### src/rtl/roulette_pkg.sv
// rtl/roulette_pkg.sv - shared states, opcodes and bet field layout for the roulette round controller
package roulette_pkg;

  typedef enum logic [1:0] {
    ST_BETTING,
    ST_SPINNING,
    ST_RESULT,
    ST_CLEAR
  } round_state_e;

  localparam logic [5:0] OPC_SPIN   = 6'h3E;
  localparam logic [5:0] OPC_NONE   = 6'h3F;
  localparam logic [5:0] WHEEL_IDLE = 6'd63;

  localparam int BET_OPC_LSB = 0;
  localparam int BET_OPC_W   = 6;
  localparam int BET_AMT_LSB = BET_OPC_LSB + BET_OPC_W;
  localparam int BET_AMT_W   = 2;

  // Keyboard control codes travel on the bet path but are never real bets.
  function automatic logic is_ctrl_opcode(input logic [BET_OPC_W-1:0] opc);
    return (opc == OPC_SPIN) || (opc == OPC_NONE);
  endfunction

endpackage

### src/rtl/wheel_settle_filter.sv
// rtl/wheel_settle_filter.sv - counts consecutive unchanged wheel_num cycles and flags a settled wheel
module wheel_settle_filter
  import roulette_pkg::*;
#(
  parameter int unsigned SETTLE_CYCLES = 1_000_000
) (
  input  logic       clock,
  input  logic       reset,
  input  logic       clear_i,
  input  logic [5:0] wheel_num_i,
  output logic       settled_o,
  output logic [5:0] value_o
);

  localparam int unsigned CW = $clog2(SETTLE_CYCLES + 1);
  localparam logic [CW-1:0] STAB_MAX = CW'(SETTLE_CYCLES);

  logic [5:0]    prev_q;
  logic [CW-1:0] stab_q;
  logic [CW-1:0] stab_d;

  // stab_d already includes the current cycle's comparison, so settling is seen without extra lag.
  always_comb begin
    stab_d = '0;
    if (wheel_num_i == prev_q) begin
      stab_d = (stab_q == STAB_MAX) ? stab_q : stab_q + 1'b1;
    end
  end

  always_ff @(posedge clock or posedge reset) begin
    if (reset) begin
      prev_q <= '0;
      stab_q <= '0;
    end else if (clear_i) begin
      prev_q <= wheel_num_i;
      stab_q <= '0;
    end else begin
      prev_q <= wheel_num_i;
      stab_q <= stab_d;
    end
  end

  assign settled_o = (stab_d >= STAB_MAX);
  assign value_o   = prev_q;

endmodule

### src/rtl/roulette_round_ctrl.sv
// rtl/roulette_round_ctrl.sv - bet collection, wheel spin and result hold for one roulette round
// Optional ROUND_CTRL_BET_HOLD_EN stretches bet_received_o for HOLD_CYCLES after each accept.
module roulette_round_ctrl
  import roulette_pkg::*;
#(
  parameter int unsigned MAX_BETS        = 12,
  parameter int unsigned BET_W           = 8,
  parameter int unsigned SETTLE_CYCLES   = 1_000_000,
  parameter int unsigned MIN_SPIN_CYCLES = 50_000_000,
  parameter int unsigned TIMEOUT_CYCLES  = 1_000_000_000,
  parameter int unsigned HOLD_CYCLES     = 100_000_000
) (
  input  logic                      clock,
  input  logic                      reset,
  input  logic                      bet_valid_i,
  input  logic [BET_W-1:0]          bet_data_i,
  output logic                      bet_ready_o,
  input  logic                      spin_req_i,
  input  logic [5:0]                wheel_num_i,
  input  logic                      round_done_i,
  output logic                      spin_active_o,
  output logic [3:0]                bet_count_o,
  output logic [MAX_BETS*BET_W-1:0] bets_flat_o,
  output logic                      bet_received_o,
  output logic [5:0]                result_num_o,
  output logic                      result_valid_o,
  output logic                      spin_timeout_o
);

  localparam int unsigned EW = $clog2(TIMEOUT_CYCLES + 1);
  localparam logic [EW-1:0] MIN_SPIN = EW'(MIN_SPIN_CYCLES);
  localparam logic [EW-1:0] TIMEOUT  = EW'(TIMEOUT_CYCLES);
  localparam logic [3:0]    MAX_CNT  = 4'(MAX_BETS);

  round_state_e   state_q, state_d;
  logic [3:0]     count_q, count_d;
  logic           ready_q;
  logic [BET_W-1:0] bets_q [MAX_BETS];
  logic [EW-1:0]  elapsed_q;
  logic [5:0]     result_q;
  logic           result_valid_q;
  logic           timeout_q;
  logic           store, go_spin, capture, time_out;
  logic           settled;
  logic [5:0]     settle_value;

  wheel_settle_filter #(.SETTLE_CYCLES(SETTLE_CYCLES)) u_settle (
    .clock       (clock),
    .reset       (reset),
    .clear_i     (go_spin),
    .wheel_num_i (wheel_num_i),
    .settled_o   (settled),
    .value_o     (settle_value)
  );

  always_comb begin
    state_d  = state_q;
    count_d  = count_q;
    store    = 1'b0;
    go_spin  = 1'b0;
    capture  = 1'b0;
    time_out = 1'b0;
    case (state_q)
      ST_BETTING: begin
        store = bet_valid_i && ready_q && !is_ctrl_opcode(bet_data_i[BET_OPC_LSB +: BET_OPC_W]);
        if (store) count_d = count_q + 1'b1;
        // The same-cycle bet counts toward the non-empty requirement.
        if (spin_req_i && (count_d != 4'd0)) begin
          go_spin = 1'b1;
          state_d = ST_SPINNING;
        end
      end
      ST_SPINNING: begin
        if ((elapsed_q >= MIN_SPIN) && settled && (settle_value != WHEEL_IDLE)) begin
          capture = 1'b1;
          state_d = ST_RESULT;
        end else if (elapsed_q == TIMEOUT) begin
          time_out = 1'b1;
          state_d  = ST_RESULT;
        end
      end
      ST_RESULT: begin
        if (round_done_i) state_d = ST_CLEAR;
      end
      ST_CLEAR: begin
        count_d = '0;
        state_d = ST_BETTING;
      end
      default: state_d = ST_BETTING;
    endcase
  end

  always_ff @(posedge clock or posedge reset) begin
    if (reset) begin
      state_q        <= ST_BETTING;
      count_q        <= '0;
      ready_q        <= 1'b0;
      elapsed_q      <= '0;
      result_q       <= '0;
      result_valid_q <= 1'b0;
      timeout_q      <= 1'b0;
    end else begin
      state_q <= state_d;
      count_q <= count_d;
      ready_q <= (state_d == ST_BETTING) && (count_d < MAX_CNT);
      if (go_spin) begin
        elapsed_q <= '0;
      end else if ((state_q == ST_SPINNING) && (elapsed_q != TIMEOUT)) begin
        elapsed_q <= elapsed_q + 1'b1;
      end
      if (capture) begin
        result_q       <= settle_value;
        result_valid_q <= 1'b1;
      end else if (time_out) begin
        result_q       <= WHEEL_IDLE;
        result_valid_q <= 1'b1;
        timeout_q      <= 1'b1;
      end else if (state_q == ST_CLEAR) begin
        result_q       <= '0;
        result_valid_q <= 1'b0;
        timeout_q      <= 1'b0;
      end
    end
  end

  always_ff @(posedge clock or posedge reset) begin
    if (reset) begin
      for (int i = 0; i < int'(MAX_BETS); i++) bets_q[i] <= '0;
    end else if (state_q == ST_CLEAR) begin
      for (int i = 0; i < int'(MAX_BETS); i++) bets_q[i] <= '0;
    end else if (store) begin
      for (int i = 0; i < int'(MAX_BETS); i++) begin
        if (count_q == 4'(i)) bets_q[i] <= bet_data_i;
      end
    end
  end

  for (genvar g = 0; g < int'(MAX_BETS); g++) begin : g_flat
    assign bets_flat_o[g*BET_W +: BET_W] = bets_q[g];
  end

`ifdef ROUND_CTRL_BET_HOLD_EN
  localparam int unsigned HW = $clog2(HOLD_CYCLES + 1);
  logic [HW-1:0] hold_q;

  always_ff @(posedge clock or posedge reset) begin
    if (reset) begin
      hold_q <= '0;
    end else if (state_q == ST_CLEAR) begin
      hold_q <= '0;
    end else if (store) begin
      hold_q <= HW'(HOLD_CYCLES);
    end else if (hold_q != '0) begin
      hold_q <= hold_q - 1'b1;
    end
  end

  assign bet_received_o = (hold_q != '0);
`else
  logic received_q;

  always_ff @(posedge clock or posedge reset) begin
    if (reset) received_q <= 1'b0;
    else       received_q <= store;
  end

  assign bet_received_o = received_q;
`endif

  assign bet_ready_o    = ready_q;
  assign spin_active_o  = (state_q == ST_SPINNING);
  assign bet_count_o    = count_q;
  assign result_num_o   = result_q;
  assign result_valid_o = result_valid_q;
  assign spin_timeout_o = timeout_q;

endmodule

### config.mk
export PLATFORM = sky130hd
export DESIGN_NAME = roulette_round_ctrl
export DESIGN_NICKNAME = d
export VERILOG_FILES = /design/src/rtl/roulette_pkg.sv /design/src/rtl/wheel_settle_filter.sv /design/src/rtl/roulette_round_ctrl.sv
export SDC_FILE = /design/constraint.sdc
export NUM_CORES = 1
export LEC_CHECK = 0
export BUFFER_PORTS_ARGS = -buffer_cell sky130_fd_sc_hd__buf_4
export CAP_MARGIN = 20
export CORE_ASPECT_RATIO = 0.9
export CORE_MARGIN = 3
export CORE_UTILIZATION = 63
export CTS_BUF_LIST = sky130_fd_sc_hd__clkbuf_8
export CTS_CLUSTER_SIZE = 28
export DETAILED_ROUTE_END_ITERATION = 16
export HOLD_SLACK_MARGIN = 0.05
export PLACE_DENSITY_LB_ADDON = 0.12
export SETUP_SLACK_MARGIN = 0.02
export SYNTH_ARGS = -nofsm -noshare
export SYNTH_HDL_FRONTEND = slang
export SYNTH_SLANG_ARGS = --single-unit
### constraint.sdc
create_clock -name clock -period 8.5 [get_ports clock]
set_input_delay 1.7 -clock clock [delete_from_list [all_inputs] [get_ports clock]]
set_output_delay 1.7 -clock clock [all_outputs]
set_load 0.02 [all_outputs]
==> results.sh, run 1 <==
export IMPL_crit_path_max_fanout=14
export IMPL_synthCells=755
export IMPL_syn_area_per_cell_um2=10.6
export IMPL_synthToLayoutAreaGrowth_pct=18.2
export IMPL_drt_first_pass_iters=5
export IMPL_num_vias=6044
export IMPL_route_detailed_drc=0
export IMPL_first_global_vias=6022
export IMPL_first_iter_violations=504
export IMPL_yosysWarningCount=0
export IMPL_ys_seq_area_frac=0.525
export IMPL_ys_flop_type="dfrtp_1"
export IMPL_slew_headroom=0.329
export IMPL_final_cells=1034
export IMPL_numCtsBuffers=17
export IMPL_clock_path_buffers=2
export IMPL_cts_tree="done"
export IMPL_fmax_mhz=252
export IMPL_grt_usage=0.274
export IMPL_end_kind="flip-flop"
export IMPL_dp_cells=1000
export IMPL_synth_most_common_cell="dfrtp_1"
export IMPL_setup_violations=0
export IMPL_irDropWorstVdd_uv=161
export IMPL_cts_resized=0
export IMPL_crit_required_ns=8.81
export IMPL_synthTopCellsByArea="dfrtp_1 52%, mux2i_1 12%, nor2_1 7.5%, xnor2_1 3.4%, xor2_1 2.5%"
export IMPL_grt_max_degree=99
export IMPL_fin_nets=893
export IMPL_cap_violations=0
export IMPL_drive_gt1_frac=0.209
export IMPL_synth_edf_count=0
export IMPL_initial_core_util=0.655
export IMPL_fin_crit_sh=0.466
export IMPL_pin_count=130
export IMPL_powerDensity_nw_per_um2=242
export IMPL_final_max_slew_viol_count=0
export IMPL_timing_hold_ws_ns=0.532
export IMPL_fp_coreArea_um2=12200
export IMPL_core_rowCount=38
export IMPL_tns_ns=0
export IMPL_port_buffers=129
export IMPL_worstSkewPairLatency_ns=0.47
export IMPL_synthArstFlopShare=1.00
export IMPL_antenna_found_initial=0
export IMPL_synth_largest_area_cell="dfrtp_1"
export IMPL_dpl_hpwl_mm=12.7
export IMPL_wl_mm=18.8
export IMPL_dieArea_um2=14100
export IMPL_vias_per_cell=5.85
export IMPL_cts_sinks=168
export IMPL_clock_skew_ns=0.00989
export IMPL_die_w_um=125
export IMPL_crit_type="primary input to flip-flop"
export IMPL_fp_dieH_um=113
export IMPL_ys_top_cells_by_count="168 x dfrtp_1, 160 x nor2_1, 99 x mux2i_1"
export IMPL_cts_setup_buffers=0
export IMPL_period_needed_ns=3.96
export IMPL_synth_seq_cells=168
export IMPL_synth_nets=787
export IMPL_grt_ovfl_total=0
export IMPL_leakagePower_uw=0.00519
export IMPL_cts_hold_buf=0
export IMPL_rsz0062_at_grt="false"
export IMPL_globalplace_congestion=0.839
export IMPL_hold_violations=0
export IMPL_root_buffer="clkbuf_8"
export IMPL_htreeDepth=4
export IMPL_arrival_ns=4.27
export IMPL_synth_cell_types=52
export IMPL_synth_area_um2=8010
export IMPL_diodes=0
export IMPL_wl_per_cell_um=18.2
export IMPL_ant_nets=0
export IMPL_cp_start_kind="primary input"
export IMPL_pre_cts_ws_ns=3.93
export IMPL_clk_pin_slew_ns=0.09
export IMPL_grt_first_pass_wirelength_mm=31.0
export IMPL_slowest_delay_ns=0.68
export IMPL_synth_top_cell_area_share=0.525
export IMPL_worst_pin_slew_ns=1.01
export IMPL_worst_path_max_delay_cell="nand4b_1"
export IMPL_setup_slack_ns=4.54
export IMPL_status="completed"
export IMPL_hold_path_class="flip-flop to flip-flop"
export IMPL_path_cells="buf_4 -> and3_1 -> a31oi_1 -> and2_0 -> nand4b_1 -> mux2i_1 -> nor2_1"
## worst paths after layout
kind / slack [ns] / depth (start not counted) / endpoint / startpoint
worst min register to register: 0.53 / 2 / bets_flat_o[78]$_DFFE_PP0P_ / bets_flat_o[78]$_DFFE_PP0P_
min in group asynchronous: 1.38 / 2 / bets_flat_o[45]$_DFFE_PP0P_ / reset
worst max register to register: 5.26 / 9 / u_settle.stab_q[2]$_DFF_PP0_ / bet_count_o[0]$_DFFE_PP0N_
max in group asynchronous: 5.66 / 3 / bets_flat_o[52]$_DFFE_PP0P_ / reset
worst min-delay path: 0.53 / 2 / bets_flat_o[78]$_DFFE_PP0P_ / bets_flat_o[78]$_DFFE_PP0P_
worst max-delay path: 4.54 / 7 / bets_flat_o[53]$_DFFE_PP0P_ / bet_data_i[3]
## power breakdown
part | total, uW | internal (uW) | switching, uW
logic | 621 | 259 | 363
clock network | 632 | 343 | 290
registers | 1040 | 921 | 116
total | 2290 | 1520 | 769
## cell families after synthesis
group / after synthesis / synth area share
flip-flops: 168 / 0.525
adder cells (fa/ha/maj): 13 / 0.0203
XOR/XNOR: 54 / 0.0591
buffers and inverters: 62 / 0.0333
AND/OR/NAND/NOR: 305 / 0.186
AO/OA/AOI/OAI: 46 / 0.0419
multiplexers: 107 / 0.135
## registers in the layout (all words and copies together), names as in the netlist
register          flops
bets_flat_o          96
result_valid_o        1
u_settle.stab_q      20
bet_ready_o           1
result_num_o          6
elapsed_q            30
bet_count_o           4
u_settle.value_o      6
state_q               2
bet_received_o        1
spin_timeout_o        1
## metal layers
layer	vias to the layer above	routed length (um)	GRT usage
li1	2793	-	-
met1	3047	8050	0.364
met2	178	9380	0.449
met3	26	1070	0.0675
met4	0	316	0.0932
met5	-	0	0
## per-stage QoR
stage	power (uW)	utilization	area (um^2)
global route	2400	0.775	9470
floorplan	1410	-	8010
CTS	2290	0.773	9450
detailed placement	1670	0.737	9000
finish	2290	0.775	9470
global placement	1640	0.737	9000
## cell type report
| class | instances | area [um^2] |
|---|---|---|
| inverter | 17 | 68.8 |
| clock inverter | 12 | 174 |
| clock buffer | 20 | 275 |
| tap | 160 | 200 |
| multi-input combinational | 525 | 3550 |
| sequential | 168 | 4200 |
| timing repair buffer | 132 | 996 |
| fill | 822 | 2750 |
## critical path: cells and delay by family
| kind | cells | cell delay [ns] |
|---|---|---|
| AOI/OAI and AO/OA | 1 | 0.47 |
| buffers and inverters | 1 | 0.17 |
| muxes | 1 | 0.35 |
| and+or+nand+nor | 4 | 1.58 |
## layout by cell type (no fill, tap or decap), types with 5 or more instances in the layout
cell        n
o21ai_0    11
clkbuf_8   20
nand4b_1   10
nor4_1     10
mux2i_1    99
and3_1      7
a21o_1      9
nor2b_1     6
mux2_2      8
nand3_1    23
xor2_1     23
a21oi_1     7
nor3_1     14
nand2_1    28
nor2_1    160
dfrtp_1   168
nand4_1    13
or3_1       7
inv_1      18
ha_1       12
xnor2_1    31
nor4bb_1    5
buf_4     130
(Power assumes the default switching activity.)
==> inputs of run 2 (changes only) <==
- ABC_AREA: unset -> 1
- CORE_UTILIZATION: 63 -> 59
- clock period: 8.5 -> 4.12 ns (I/O delays scaled with it)
==> run 2 against run 1 <==
Effect of this change:
- area after synthesis up 3.5%
- clock skew up 0.0011 ns
- register-to-register slack got worse by 3.8 ns
- core utilization down 5.5 points
- count of clock-buffer cells in the layout shrank 3
- sequential share of layout area fell by 1.4 points
- critical path type is now flip-flop to flip-flop
- cell area is 3.2% higher
- via count rose by 21%
- hold slack worse by 0.041 ns
- critical path depth did not move
- cell count up 29%
- sequential power rose by 110%
==> results.sh, run 2 <==
export IMPL_initial_core_util=0.611
export IMPL_fin_crit_sh=0.637
export IMPL_final_max_slew_viol_count=0
export IMPL_wl_per_cell_um=15.2
export IMPL_diodes=0
export IMPL_port_buffers=129
export IMPL_leakagePower_uw=0.00483
export IMPL_cts_sinks=168
export IMPL_synth_seq_cells=168
export IMPL_hold_violations=0
export IMPL_wl_mm=20.3
export IMPL_synth_top_cell_area_share=0.507
export IMPL_num_vias=7289
export IMPL_ys_flop_type="dfrtp_1"
export IMPL_antenna_found_initial=0
export IMPL_synth_largest_area_cell="dfrtp_1"
export IMPL_ys_seq_area_frac=0.507
export IMPL_core_rowCount=40
export IMPL_place_area_um2=9380
export IMPL_ys_top_cells_by_count="261 x nand2_1, 168 x dfrtp_1, 103 x inv_1"
export IMPL_drt_first_pass_iters=6
export IMPL_grt_first_pass_wirelength_mm=32.8
export IMPL_cts_setup_buffers=0
export IMPL_worstSkewPairLatency_ns=0.47
export IMPL_irDropWorstVdd_uv=308
export IMPL_die_w_um=131
export IMPL_synth_most_common_cell="nand2_1"
export IMPL_synthTopCellsByArea="dfrtp_1 51%, nand2_1 12%, o21ai_0 5.6%, nand3_1 4.8%, inv_1 4.7%"
export IMPL_vias_per_cell=5.46
export IMPL_ant_nets=0
export IMPL_crit_path_max_fanout=16
export IMPL_powerDensity_nw_per_um2=482
export IMPL_numCtsBuffers=17
export IMPL_grt_max_degree=169
export IMPL_rsz0062_at_grt="false"
export IMPL_pin_count=130
export IMPL_first_global_vias=6424
export IMPL_globalplace_congestion=0.939
export IMPL_syn_area_per_cell_um2=8.15
export IMPL_final_cell_mix="261 x nand2_1, 168 x dfrtp_1, 133 x buf_4"
export IMPL_fmax_mhz=381
export IMPL_cts_hold_buf=0
export IMPL_grt_ovfl_total=0
export IMPL_synthToLayoutAreaGrowth_pct=17.8
export IMPL_clock_skew_ns=0.0110
export IMPL_end_kind="flip-flop"
export IMPL_arrival_ns=2.93
export IMPL_synth_edf_count=0
export IMPL_status="completed"
export IMPL_largest_reg_flops=96
export IMPL_clk_pin_slew_ns=0.10
export IMPL_final_common_cell="nand2_1"
export IMPL_fin_nets=1166
export IMPL_first_iter_violations=744
export IMPL_synthArstFlopShare=1.00
export IMPL_drive_gt1_frac=0.181
export IMPL_fp_dieH_um=118
export IMPL_synth_cell_types=45
export IMPL_cts_resized=0
export IMPL_synth_nets=1049
export IMPL_cap_violations=0
export IMPL_setup_violations=0
export IMPL_synthCells=1017
export IMPL_route_detailed_drc=0
export IMPL_crit_type="flip-flop to flip-flop"
export IMPL_cts_tree="done"
export IMPL_nFillCells=1122
export IMPL_clock_path_buffers=2
export IMPL_final_util=0.720
export IMPL_dieArea_um2=15500
export IMPL_worst_pin_slew_ns=1.04
export IMPL_root_buffer="clkbuf_8"
export IMPL_hold_path_class="primary input to flip-flop"
export IMPL_fp_coreArea_um2=13600
export IMPL_dpl_hpwl_mm=14.5
export IMPL_grt_usage=0.266
export IMPL_final_area_um2=9770
export IMPL_tns_ns=0
export IMPL_period_needed_ns=2.62
export IMPL_htreeDepth=4
export IMPL_synth_area_um2=8290
export IMPL_yosysWarningCount=0
export IMPL_cp_start_kind="flip-flop"
export IMPL_crit_required_ns=4.43
export IMPL_slew_headroom=0.308
-- run 2: cell types whose count changed after synthesis, moves of 13 or more --
cell | previous run | this run
clkbuf_1 | 39 | 19
xnor2_1 | 31 | 6
o21ai_0 | 11 | 93
nand3_1 | 23 | 79
o21ai_1 | 1 | 14
nand2_1 | 28 | 261
buf_2 | 0 | 16
nand4_1 | 13 | 35
mux2i_1 | 99 | 0
inv_1 | 17 | 103
nor2_1 | 160 | 81
-- run 2: critical path: stages, from the launching register on --
cell	delay [ns]
dfrtp_1	0.43
inv_1	0.15
ha_1	0.25
inv_1	0.06
nor2_1	0.73
a21oi_1	0.54
nand2_1	0.21
o21ai_0	0.11
-- run 2: final timing paths --
kind / cells past startpoint / slack (ns) / from / end
max: 7 / 1.50 / state_q[0]$_DFF_PP0_ / bets_flat_o[18]$_DFFE_PP0P_
min reg2reg: 2 / 0.49 / bets_flat_o[23]$_DFFE_PP0P_ / bets_flat_o[23]$_DFFE_PP0P_
min in group asynchronous: 3 / 0.60 / reset / u_settle.stab_q[5]$_DFF_PP0_
max reg2reg: 7 / 1.50 / state_q[0]$_DFF_PP0_ / bets_flat_o[18]$_DFFE_PP0P_
min: 1 / 0.49 / wheel_num_i[2] / u_settle.value_o[2]$_DFF_PP0_
max in group asynchronous: 3 / 2.89 / reset / elapsed_q[18]$_DFFE_PP0P_
-- run 2: routing by layer --
layer	track usage	part of all wire
met1	0.412	0.47
met2	0.375	0.44
met3	0.0556	0.071
met4	0.0803	0.020
met5	0	0
-- run 2: stage by stage --
step           worst slack, ns  total power [uW]  hold slack, ns  instances
4_1_cts                   1.59              4730           0.466       1336
3_5_place_dp              1.18              3590           0.474       1304
3_3_place_gp              1.26              3560           0.467       1304
2_1_floorplan             1.16              3030           0.508       1017
5_1_grt                   1.24              5000           0.466       1336
6_report                  1.50              4710           0.491       1336
-- run 2: power by group --
group / internal (uW) / leakage, uW / switching, uW
Combinational: 526 / 0.00239 / 902
Sequential: 1920 / 0.00225 / 226
Clock: 452 / 0.000187 / 687
Total: 2900 / 0.00483 / 1820
-- run 2: logic make-up after synthesis --
family	share of synthesized area
multiplexers	0.00272
flip-flops	0.507
XOR/XNOR	0.0222
adder cells (fa/ha/maj)	0.0196
AO/OA/AOI/OAI	0.101
AND/OR/NAND/NOR	0.274
buffers and inverters	0.0734
-- run 2: final cells by class --
class | instances | area (um^2) | share of cell area
clock inverters | 15 | 153 | 0.0156
inverters | 117 | 445 | 0.0456
repair buffers | 134 | 1020 | 0.104
well taps | 189 | 236 | 0.0242
clock buffers | 17 | 234 | 0.0240
flip-flops and latches | 168 | 4200 | 0.430
multi-input cells | 696 | 3480 | 0.356
